$ cat src/rtl/rs232_frame_parser.sv
// Assembles 8-byte STX/addr/cmd/data/ETX host frames from received bytes and
// emits a decoded register write/read request, or a coded rejection.
module rs232_frame_parser #(
    parameter int          TIMEOUT_CYC = 52080,
    parameter logic [15:0] CMD_WR      = 16'h3033,
    parameter logic [15:0] CMD_RD      = 16'h0000
) (
    input  logic        clk,
    input  logic        rst,
    input  logic        rx_valid,
    input  logic [7:0]  rx_data,
    input  logic        rx_err,
    output logic [15:0] frame_addr,
    output logic [15:0] frame_data,
    output logic        cmd_wr,
    output logic        cmd_rd,
    output logic        frame_err,
    output logic [2:0]  err_code,
    output logic        busy
);
    localparam int          TW      = $clog2(TIMEOUT_CYC + 1);
    localparam logic [TW-1:0] TMO_MAX = TW'(TIMEOUT_CYC);

    typedef enum logic [1:0] {IDLE, COLLECT, CHECK} state_t;

    state_t        state_reg, state_next;
    logic [2:0]    idx_reg, idx_next;
    logic [TW-1:0] tmo_reg, tmo_next;
    logic [15:0]   addr_reg, addr_next;
    logic [15:0]   cmd_reg, cmd_next;
    logic [15:0]   data_reg, data_next;
    logic [7:0]    etx_reg, etx_next;
    logic [15:0]   frame_addr_next, frame_data_next;
    logic          cmd_wr_next, cmd_rd_next, frame_err_next, busy_next;
    logic [2:0]    err_code_next;

    always_ff @(posedge clk or negedge rst) begin
        if (!rst) begin
            state_reg  <= IDLE;
            idx_reg    <= '0;
            tmo_reg    <= '0;
            addr_reg   <= '0;
            cmd_reg    <= '0;
            data_reg   <= '0;
            etx_reg    <= '0;
            frame_addr <= '0;
            frame_data <= '0;
            cmd_wr     <= 1'b0;
            cmd_rd     <= 1'b0;
            frame_err  <= 1'b0;
            err_code   <= '0;
            busy       <= 1'b0;
        end else begin
            state_reg  <= state_next;
            idx_reg    <= idx_next;
            tmo_reg    <= tmo_next;
            addr_reg   <= addr_next;
            cmd_reg    <= cmd_next;
            data_reg   <= data_next;
            etx_reg    <= etx_next;
            frame_addr <= frame_addr_next;
            frame_data <= frame_data_next;
            cmd_wr     <= cmd_wr_next;
            cmd_rd     <= cmd_rd_next;
            frame_err  <= frame_err_next;
            err_code   <= err_code_next;
            busy       <= busy_next;
        end
    end

    always_comb begin
        state_next      = state_reg;
        idx_next        = idx_reg;
        tmo_next        = tmo_reg;
        addr_next       = addr_reg;
        cmd_next        = cmd_reg;
        data_next       = data_reg;
        etx_next        = etx_reg;
        frame_addr_next = frame_addr;
        frame_data_next = frame_data;
        cmd_wr_next     = 1'b0;
        cmd_rd_next     = 1'b0;
        frame_err_next  = 1'b0;
        err_code_next   = err_code;

        case (state_reg)
            IDLE: begin
                tmo_next = '0;
                if (rx_valid && rx_data == 8'h02) begin
                    idx_next   = 3'd1;
                    state_next = COLLECT;
                end
            end
            COLLECT: begin
                // Receiver error beats a simultaneous byte; a byte beats the timeout.
                if (rx_err) begin
                    frame_err_next = 1'b1;
                    err_code_next  = 3'd4;
                    idx_next       = '0;
                    tmo_next       = '0;
                    state_next     = IDLE;
                end else if (rx_valid) begin
                    tmo_next = '0;
                    idx_next = idx_reg + 3'd1;
                    case (idx_reg)
                        3'd1:    addr_next[15:8] = rx_data;
                        3'd2:    addr_next[7:0]  = rx_data;
                        3'd3:    cmd_next[15:8]  = rx_data;
                        3'd4:    cmd_next[7:0]   = rx_data;
                        3'd5:    data_next[15:8] = rx_data;
                        3'd6:    data_next[7:0]  = rx_data;
                        default: etx_next        = rx_data;
                    endcase
                    if (idx_reg == 3'd7) begin
                        idx_next   = '0;
                        state_next = CHECK;
                    end
                end else if (tmo_reg == TMO_MAX) begin
                    frame_err_next = 1'b1;
                    err_code_next  = 3'd3;
                    idx_next       = '0;
                    tmo_next       = '0;
                    state_next     = IDLE;
                end else begin
                    tmo_next = tmo_reg + TW'(1);
                end
            end
            CHECK: begin
                state_next = IDLE;
                if (etx_reg != 8'h03) begin
                    frame_err_next = 1'b1;
                    err_code_next  = 3'd1;
                end else if (cmd_reg != CMD_WR && cmd_reg != CMD_RD) begin
                    frame_err_next = 1'b1;
                    err_code_next  = 3'd2;
                end else begin
                    frame_addr_next = addr_reg;
                    frame_data_next = data_reg;
                    cmd_wr_next     = (cmd_reg == CMD_WR);
                    cmd_rd_next     = (cmd_reg != CMD_WR);
                end
            end
            default: begin
                state_next = IDLE;
                idx_next   = '0;
                tmo_next   = '0;
            end
        endcase

        busy_next = (state_next != IDLE);
    end
endmodule

$ cat config.mk
export PLATFORM = sky130hd
export DESIGN_NAME = rs232_frame_parser
export DESIGN_NICKNAME = d
export VERILOG_FILES = /design/src/rtl/rs232_frame_parser.sv
export SDC_FILE = /design/constraint.sdc
export NUM_CORES = 1
export LEC_CHECK = 0
export ABC_CLOCK_PERIOD_IN_PS = 2300
export CORE_MARGIN = 2
export CORE_UTILIZATION = 51
export DETAILED_ROUTE_END_ITERATION = 16
export HOLD_SLACK_MARGIN = 0.02
export MAX_ROUTING_LAYER = met4
export PLACE_DENSITY = 0.76
export SYNTH_ARGS = -nofsm -noshare
export SYNTH_HDL_FRONTEND = slang
export SYNTH_SLANG_ARGS = --single-unit
$ cat constraint.sdc
create_clock -name clk -period 2.3 [get_ports clk]
set_clock_uncertainty 0.1 [all_clocks]
set_input_delay 0.46 -clock clk [delete_from_list [all_inputs] [get_ports clk]]
set_output_delay 0.46 -clock clk [all_outputs]
set_load 0.01 [all_outputs]
==> results by group, run 1 <==
STA
  • Endpoints failing setup: 0
  • Unrepaired setup endpoints after global routing: false
  • Final Hold Fails: 0
  • Measured slew at the worst slew-check pin: 540.5 ps
  • Fmax: 439.8 MHz
  • Fin. max-slew vios: 0
  • Worst setup margin: 26.38 ps
  • Minimum clock period: 2274 ps
  • Max-slew headroom: 63.96%
  • Final period util: 98.85%

Power and ir drop
  • Tot Pwr: 5.340 mW
  • Sw Ratio: 27.00%
  • Power density over the cells: 806.5 nW/um2
  • Worst vdd ir: 0.0005519 V
  • Clock share of power: 44.5%
  • Leak: 3.102 nW
  • Internal power: 3.899 mW
  • Comb pwr share: 11.1%
  • Flop pwr share: 44.4%
  • Psw: 1.442 mW

Logic synthesis
  • Mean area per synthesized cell: 13.07 um2
  • Mapped cell area: 5046 um2
  • Ys flop type: dfrtp_1
  • Syn Nets: 409
  • Asr flop ratio synth: 100.0%
  • EDFF count, synth: 0
  • Seq/Total Area, Yosys: 57.53%
  • Synth cell types: 53
  • Yosys reg bits: 116
  • Synth warnings: 0
  • Top cells by area, synth: dfrtp_1, mux2_2, ha_1, nor2_1, nand2_1
  • Top cell type's share of synthesized area: 57.53%
  • Synth Instances: 386
  • Yosys top cell by area: dfrtp_1

Die
  • Row count: 36
  • Starting Density: 52.11%
  • Ports: 51
  • Chip Width: 103.5 um
  • Die area: 10710 um2
  • Core region area: 9684 um2
  • Die height: 103.5 um

Route
  • First drt pass iteration count: 4
  • WL/cell: 18.43 um
  • Drt initial violations: 274
  • DR vias: 3492
  • Detailed-route DRC error count: 0
  • Final ANT Viol Nets: 0
  • Post-DR vias/cell: 5.517
  • Routed Wire Length: 11.67 mm

CTS
  • Reg clk slew, reported paths: 70 ps
  • Clock Latency Late Sink: 520 ps
  • Total number of H-tree levels: 4
  • Num CTS Buffers: 17
  • Root Driver: clkbuf_8
  • CTS tree: yes
  • Sink Count: 116
  • Clock buffer depth: 2

Critical path
  • Critical Path AT: 2580 ps
  • Startpoint types: register
  • CP max-delay cell: or4_1
  • Crit Path Max Fanout: 4
  • Crit end category: register
  • Delay of the slowest critical-path stage: 560 ps
  • Crit-path cells: or4_1 > or4_4 > a221oi_4 > mux2_4
  • WP data required: 2610 ps
  • Critical path class: reg -> reg

Cells and area
  • Post-Layout Inst Area: 6621 um2
  • Fraction of layout cells with a size suffix above 1: 34.00%
  • Most common cell after layout, fill and taps aside: dfrtp_1
  • Area growth from synthesis to layout: 31.22%
  • Most frequent cells in the layout: dfrtp_1, mux2_2, clkdlybuf4s50_1, buf_4, nor2_1
  • Number of diodes: 0
  • Nets@finish: 510

Global routing
  • Tot GR Track Use: 23.89%
  • Largest net degree at the start of global routing: 42
  • Total gr overflow: 0
  • Initial antenna violation count: 0
  • Global-route wire length before repair: 18.17 mm
  • Vias in the first global route: 3521

Placement
  • Hpwl dp: 7.439 mm
  • Placed Area: 6002 um2
  • Port Buffers: 50
  • GP Congestion: 0.8570
  • Pre-CTS WS: -578.2 ps

Min path
  • Type of the worst min-delay path: in -> reg

Run status
  • Status: complete, no violations

Flow run
  • Max-Cap Viols: 0
==> power by group through the flow <==
| stage | combinational (mW) | clock, mW | sequential [mW] |
|---|---|---|---|
| after floorplan | 0.306 | 0 | 2.35 |
| after global placement | 0.554 | 0 | 2.37 |
| after detailed placement | 0.576 | 0 | 2.38 |
| after CTS | 0.580 | 2.40 | 2.34 |
| after global routing | 0.658 | 2.53 | 2.38 |
| final | 0.593 | 2.38 | 2.37 |
==> metrics by stage <==
step                hold slack (ps)  util [%]  setup TNS (ps)  cells
floorplan                     64.41         -          -54.53    386
global placement              372.9     61.98           -3032    598
detailed placement            376.7     61.98           -3450    598
CTS                           379.4     67.62               0    631
global route                  327.6     68.37               0    633
finish                        337.7     68.37               0    633
==> final cells by class <==
class | count | area [um2]
fillers | 676 | 3063
multi-input cells | 249 | 2083
clock buffers | 18 | 417.9
repair buffers | 92 | 889.6
well taps | 133 | 166.4
inverters | 11 | 41.29
flip-flops and latches | 116 | 2903
clock inverters | 14 | 120.1
==> final timing paths <==
check / start / slack, ps / endpoint / depth (start not counted)
worst max-delay path: tmo_reg[3] / 30 / idx_reg[2] / 4
worst min-delay path: rx_data[2] / 340 / addr_reg[2] / 3
worst max register to register: tmo_reg[3] / 30 / idx_reg[2] / 4
worst min register to register: frame_data[5] / 390 / frame_data[5] / 1
max in group asynchronous: rst / 1070 / frame_addr[7] / 3
min in group asynchronous: rst / 360 / frame_err / 2
==> per-layer routing <==
| layer | part of all wire [%] | GRT usage (%) | vias to the layer above |
|---|---|---|---|
| li1 | - | - | 1613 |
| met1 | 45 | 32.14 | 1776 |
| met2 | 49 | 35.68 | 84 |
| met3 | 4.8 | 6.586 | 19 |
| met4 | 1.8 | 7.186 | 0 |
| met5 | 0 | - | - |
==> cells in the mapped netlist, drive strengths merged, types with 4 or more instances <==
| cell type | n |
|---|---|
| dfrtp | 116 |
| ha | 11 |
| nor2 | 22 |
| nand4 | 6 |
| buf | 5 |
| nand3 | 15 |
| o21ai | 9 |
| or3 | 6 |
| or4 | 5 |
| inv | 11 |
| nand2 | 20 |
| nor3 | 4 |
| mux2i | 4 |
| a21oi | 10 |
| clkbuf | 5 |
| nor4 | 7 |
| mux2 | 89 |
==> what timing repair did <==
action | 4_1_cts | 5_1_grt
buffers inserted | 0 | 1
hold buffers | 1 | 0
gates resized for setup | 1 | 7
pin swaps | 2 | 3
hold endpoints to repair | 38 | 0
endpoints found under the setup margin | 2 | 34
gates cloned | 0 | 1
==> cell families (layout without fill, tap and decap cells) <==
logic type               after synthesis  after routing  share of synthesized area, %
AO/OA/AOI/OAI                         39             39                         5.604
multiplexers                          93             93                         20.73
adder cells (fa/ha/maj)               11             11                         2.727
XOR/XNOR                               5              5                        0.8680
AND/OR/NAND/NOR                      101            101                         10.81
buffers and inverters                 21            135                         1.736
flip-flops                           116            116                         57.53
==> worst max-delay path: cells and delay by family, from the launching register on <==
family	cells	cell delay [ps]
mux	1	320
simple gates	2	1060
compound gates	1	280
flops	1	390
No activity file was read; power rests on OpenSTA's default activity.
==> inputs of run 2 (changes only) <==
CORE_MARGIN = 1.5   (was 2)
==> run 2 against run 1 <==
Effect of this change: sequential share of layout area barely moved; wire length down 1.8%; critical path depth rose by 2; die area is 1.9% lower; clock-buffer cell count grew 2; worst setup slack improved by 23 ps; non-clock buffer count down 2; worst hold slack worse by 19 ps; first-iteration DRC count down 38%; sequential power about the same; cell area hardly changed; critical path type unchanged; critical endpoint unchanged.
==> results by group, run 2 (synthesized netlist as in run 1, its figures left out) <==
Critical path
  • Delay of the slowest critical-path stage: 590 ps (+30 ps)
  • R2R Setup Slk: 50 ps (+20 ps)
  • Crit-path cells: inv_1 > ha_2 > nand4b_1 > or4_4 > a221oi_4 > mux2_4
  • Setup crit end: idx_reg[2]
  • Critical path class: reg -> reg
  • Crit Path Max Fanout: 4 (unchanged)
  • Launch point of the worst reg-to-reg path: tmo_reg[1]
  • Startpoint types: register
  • CP max-delay cell: or4_4
  • Crit end category: register
  • Critical Path AT: 2550 ps (-30 ps)
  • WP data required: 2590 ps (-20 ps)
  • Reg-to-Reg End: idx_reg[2]
  • CP Launch Point: tmo_reg[1]
  • Cell count of the worst reg-to-reg path: 6 (+2)

Power and ir drop
  • Tot Pwr: 5.539 mW (+3.7%)
  • Worst vdd ir: 0.0004557 V (-17%)
  • Sw Ratio: 24.28% (-2.7 points)
  • Psw: 1.345 mW (-6.7%)
  • Flop pwr share: 42.5% (-1.9 points)
  • Internal power: 4.194 mW (+7.6%)
  • Clock share of power: 46.8% (+2.3 points)
  • Power density over the cells: 837.3 nW/um2 (+3.8%)
  • Comb pwr share: 10.7% (-0.4 points)
  • Leak: 3.117 nW (+0.48%)

Die
  • Die height: 102.5 um (-0.97%)
  • Starting Density: 52.11% (unchanged)
  • Row count: 36 (unchanged)
  • Ports: 51 (unchanged)
  • Die area: 10500 um2 (-1.9%)
  • Core region area: 9684 um2 (unchanged)
  • Chip Width: 102.5 um (-0.97%)

Cells and area
  • Most frequent cells in the layout: dfrtp_1, mux2_2, clkdlybuf4s50_1, buf_4, nor2_1
  • Nets@finish: 508 (-0.39%)
  • Fraction of layout cells with a size suffix above 1: 33.33% (-0.67 points)
  • Fin util: 68.31% (about the same)
  • Post-Layout Inst Area: 6615 um2 (about the same)
  • Area growth from synthesis to layout: 31.09% (about the same)
  • Most common cell after layout, fill and taps aside: dfrtp_1
  • Number of diodes: 0 (unchanged)

STA
  • Endpoints failing setup: 0 (unchanged)
  • Measured slew at the worst slew-check pin: 447.3 ps (-93.24 ps)
  • Final Hold Fails: 0 (unchanged)
  • Minimum clock period: 2251 ps (-22.84 ps)
  • Worst setup margin: 49.22 ps (+22.84 ps)
  • Final period util: 97.86% (-0.99 points)
  • Fmax: 444.3 MHz (+1.0%)
  • Total negative setup slack: 0 ps (unchanged)
  • Fin. max-slew vios: 0 (unchanged)
  • Max-slew headroom: 70.18% (+6.2 points)

Placement
  • Port Buffers: 50 (unchanged)
  • Placed Area: 5987 um2 (-0.25%)
  • GP Congestion: 0.8503 (-0.78%)
  • Hpwl dp: 7.494 mm (+0.75%)
  • Pre-CTS WS: -517.2 ps (+60.92 ps)

CTS
  • CTS tree: yes
  • Clock Latency Late Sink: 510 ps (about the same)
  • Root Driver: clkbuf_8
  • Reg clk slew, reported paths: 60 ps (about the same)
  • Total number of H-tree levels: 4 (unchanged)
  • Clock buffer depth: 2 (unchanged)
  • Num CTS Buffers: 17 (unchanged)
  • Sink Count: 116 (unchanged)

Route
  • Final ANT Viol Nets: 0 (unchanged)
  • Routed Wire Length: 11.45 mm (-1.8%)
  • WL/cell: 18.15 um (-1.5%)
  • DR vias: 3476 (-0.46%)
  • Post-DR vias/cell: 5.509 (-0.14%)
  • Detailed-route DRC error count: 0 (unchanged)
  • First drt pass iteration count: 4 (unchanged)
  • Drt initial violations: 169 (-38%)

Flow run
  • Max-Cap Viols: 0 (unchanged)

Global routing
  • Tot GR Track Use: 24.62% (+0.72 points)
  • Total gr overflow: 0 (unchanged)
  • Largest net degree at the start of global routing: 45 (+7.1%)
  • Initial antenna violation count: 0 (unchanged)
  • Vias in the first global route: 3559 (+1.1%)
  • Global-route wire length before repair: 18.40 mm (+1.3%)

Min path
  • Type of the worst min-delay path: in -> reg
  • Hold path startpoint: rx_data[2]

Run status
  • Status: complete, no violations
run 2: cell types whose count changed in the layout (fill, tap and decap cells not counted), sizes merged:
cell,change
buf,-1
bufinv,+3
clkbuf,+1
clkinv,+3
clkinvlp,-2
dlygate4sd2,-1
dlymetal6s2s,+1
inv,-6
run 2: worst min-delay path by stage:
stage | to | slack [ps] | cells after the start
2_1_floorplan | addr_reg[0] | 60 | 0
5_1_grt | data_reg[10] | 340 | 3
3_3_place_gp | tmo_reg[11] | 340 | 1
3_5_place_dp | tmo_reg[11] | 340 | 1
6_report | data_reg[10] | 320 | 3
4_1_cts | tmo_reg[10] | 340 | 2
run 2: stage by stage:
stage | cells | hold WS [ps]
after floorplan | 386 | 64.41
after global placement | 596 | 338.3
after detailed placement | 596 | 336.9
after CTS | 629 | 335.1
after global routing | 631 | 336.4
final | 631 | 318.3
run 2: final cells by class:
type	instances	area, um2
fill	672	3069
clock buffer	20	425.4
tap	133	166.4
multi-input combinational	249	2076
inverter	11	41.29
sequential	116	2903
timing repair buffer	90	848.3
clock inverter	12	155.1
run 2: worst max-delay path: cells and delay by family, from the launching register on:
family	cells	cell delay [ps]
buf+inv	1	90
compound gates	1	300
flops	1	410
mux	1	320
simple gates	2	730
fa+ha+maj	1	180
run 2: routing by layer:
metal | GRT usage [%] | share of wire [%]
met4 | 8.114 | 1.2
met2 | 36.88 | 49
met3 | 6.977 | 3.9
met1 | 32.45 | 46
met5 | - | 0
run 2: power by group through the flow:
stage / Sequential (mW) / Combinational [mW] / Clock (mW)
after floorplan: 2.35 / 0.306 / 0
after global placement: 2.36 / 0.553 / 0
after detailed placement: 2.37 / 0.582 / 0
after CTS: 2.35 / 0.591 / 2.62
after global routing: 2.37 / 0.648 / 2.71
final: 2.35 / 0.593 / 2.59
run 2: what timing repair did:
action                     4_1_cts  5_1_grt
resized for setup                0        7
buffers inserted                 0        2
hold buffers                     1        0
hold endpoints to repair        31        0
setup endpoints to repair        0       11
==> inputs of run 3 (changes only) <==
--- a/constraint.sdc
+++ b/constraint.sdc
@@ -4,2 +4,2 @@
 set_output_delay 0.46 -clock clk [all_outputs]
-set_load 0.01 [all_outputs]
+set_load 0.05 [all_outputs]
==> run 3 against run 2 <==
Effect of this change: worst hold slack got worse by 2.4 ps; register-to-register slack about the same; cell area increased by 0.19%; via count increased by 0.92%; global-route usage unchanged; power increased by 1.5%; critical path depth decreased by 5; clock power about the same; non-clock buffer count unchanged; critical endpoint is now frame_addr[1].
==> results by group, run 3 (synthesized netlist as in run 1, its figures left out) <==
Run status
  • Status: complete, no violations

Global routing
  • Initial antenna violation count: 0 (unchanged)
  • Vias in the first global route: 3555 (-0.11%)
  • Total gr overflow: 0 (unchanged)
  • Largest net degree at the start of global routing: 45 (unchanged)
  • Tot GR Track Use: 24.62% (unchanged)
  • Global-route wire length before repair: 18.40 mm (about the same)

Die
  • Die height: 102.5 um (unchanged)
  • Chip Width: 102.5 um (unchanged)
  • Starting Density: 52.11% (unchanged)
  • Row count: 36 (unchanged)
  • Die area: 10500 um2 (unchanged)
  • Ports: 51 (unchanged)
  • Core region area: 9684 um2 (unchanged)

Critical path
  • Crit-path cells: clkdlybuf4s50_1
  • CP max-delay cell: clkdlybuf4s50_1
  • Critical Path AT: 1700 ps (-850 ps)
  • Critical path class: reg -> out
  • CP top delay family: buffers and inverters
  • Crit Path Max Fanout: 2 (-2)
  • Crit path buf inv count: 1 (unchanged)
  • Startpoint types: register
  • WP data required: 1740 ps (-850 ps)
  • Delay of the slowest critical-path stage: 810 ps (+220 ps)
  • Crit end category: output port

Power and ir drop
  • Tot Pwr: 5.621 mW (+1.5%)
  • Power density over the cells: 848.1 nW/um2 (+1.3%)
  • Leak: 3.221 nW (+3.3%)
  • Worst vdd ir: 0.0004563 V (+0.12%)

CTS
  • Root Driver: clkbuf_8
  • Clock buffer depth: 2 (unchanged)
  • Reg clk slew, reported paths: 60 ps (about the same)
  • Num CTS Buffers: 17 (unchanged)
  • Total number of H-tree levels: 4 (unchanged)
  • Sink Count: 116 (unchanged)
  • CTS tree: yes
  • Clock Latency Late Sink: 510 ps (about the same)

Placement
  • GP Congestion: 0.8503 (unchanged)
  • Port Buffers: 50 (unchanged)
  • Hpwl dp: 7.494 mm (unchanged)

STA
  • Final Hold Fails: 0 (unchanged)
  • Final period util: 98.07% (+0.21 points)
  • Minimum clock period: 2256 ps (+4.761 ps)
  • Fin Hold WS: 315.8 ps (-2.411 ps)
  • Fmax: 443.4 MHz (-0.21%)
  • Max-slew headroom: 64.39% (-5.8 points)
  • Fin. max-slew vios: 0 (unchanged)
  • Measured slew at the worst slew-check pin: 533.3 ps (+86.02 ps)
  • Endpoints failing setup: 0 (unchanged)

Route
  • Routed Wire Length: 11.51 mm (+0.52%)
  • WL/cell: 18.24 um (+0.52%)
  • Drt initial violations: 231 (+37%)
  • DR vias: 3508 (+0.92%)
  • First drt pass iteration count: 4 (unchanged)
  • Post-DR vias/cell: 5.559 (+0.92%)
  • Detailed-route DRC error count: 0 (unchanged)
  • Final ANT Viol Nets: 0 (unchanged)

Cells and area
  • Fin util: 68.44% (+0.13 points)
  • Area growth from synthesis to layout: 31.34%
  • Most frequent cells in the layout: dfrtp_1, mux2_2, buf_4, clkdlybuf4s50_1, nor2_1
  • Fraction of layout cells with a size suffix above 1: 33.33% (unchanged)
  • Most common cell after layout, fill and taps aside: dfrtp_1
  • Filler Cell Count: 669 (-0.45%)
  • Number of diodes: 0 (unchanged)
  • Nets@finish: 508 (unchanged)

Min path
  • Type of the worst min-delay path: in -> reg

Flow run
  • Max-Cap Viols: 0 (unchanged)
run 3: changes by cell type in the layout (fill, tap and decap cells not counted), sizes merged:
cell / before / now
dlygate4sd2: 0 / 2
dlymetal6s2s: 4 / 10
clkdlybuf4s50: 45 / 37
run 3: worst register-to-register path: cells and delay by family (launching register included):
family | cells | cell delay [ps]
AND/OR/NAND/NOR | 2 | 730
flip-flops | 1 | 410
multiplexers | 1 | 320
AO/OA/AOI/OAI | 1 | 300
adder cells (fa/ha/maj) | 1 | 190
buffers and inverters | 1 | 90
run 3: power breakdown:
group	switching (mW)	internal (mW)
sequential	0.129	2.22
combinational	0.368	0.304
clock	0.943	1.65
run 3: path summary, 6_finish.rpt:
kind | start | endpoint | slack [ps] | cells past startpoint
max reg2reg | tmo_reg[1] | idx_reg[2] | 50 | 6
min reg2reg | frame_data[5] | frame_data[5] | 390 | 1
max in group asynchronous | rst | frame_addr[13] | 1170 | 3
max | frame_addr[1] | frame_addr[1] | 40 | 1
min in group asynchronous | rst | tmo_reg[10] | 340 | 2
min | rx_data[2] | data_reg[10] | 320 | 3
run 3: stage by stage:
stage                     TNS, ps  std cells  setup WS (ps)  cell area, um2
after global routing       -24.04        631         -12.86            6628
final                           0        631          44.46            6628
after detailed placement    -2790        596         -517.2            5987
after CTS                       0        629          10.19            6575
after floorplan            -54.53        386         -54.53            5046
after global placement      -2352        596         -490.7            5987
run 3: final cells by class:
cell class / count / area (um2) / area share (%)
Sequential cell: 116 / 2903 / 43.80
Clock buffer: 20 / 425.4 / 6.419
Tap cell: 133 / 166.4 / 2.511
Multi-Input combinational cell: 249 / 2076 / 31.32
Inverter: 11 / 41.29 / 0.6230
Clock inverter: 12 / 155.1 / 2.341
Timing Repair Buffer: 90 / 860.8 / 12.99
run 3: timing repair:
action / in CTS / in global routing
hold buffers: 1 / 0
resized for setup: 2 / 13
setup buffers: 0 / 2
hold endpoints to repair: 31 / 0
pin swaps: 0 / 5
endpoints found under the setup margin: 2 / 17
run 3: per-layer routing:
layer | global-route usage [%] | vias to the layer above | part of all wire (%)
met2 | 36.93 | 87 | 49
met3 | 6.977 | 15 | 4.0
met1 | 32.40 | 1788 | 46
met4 | 8.114 | 0 | 1.3
met5 | - | - | 0
li1 | - | 1618 | -
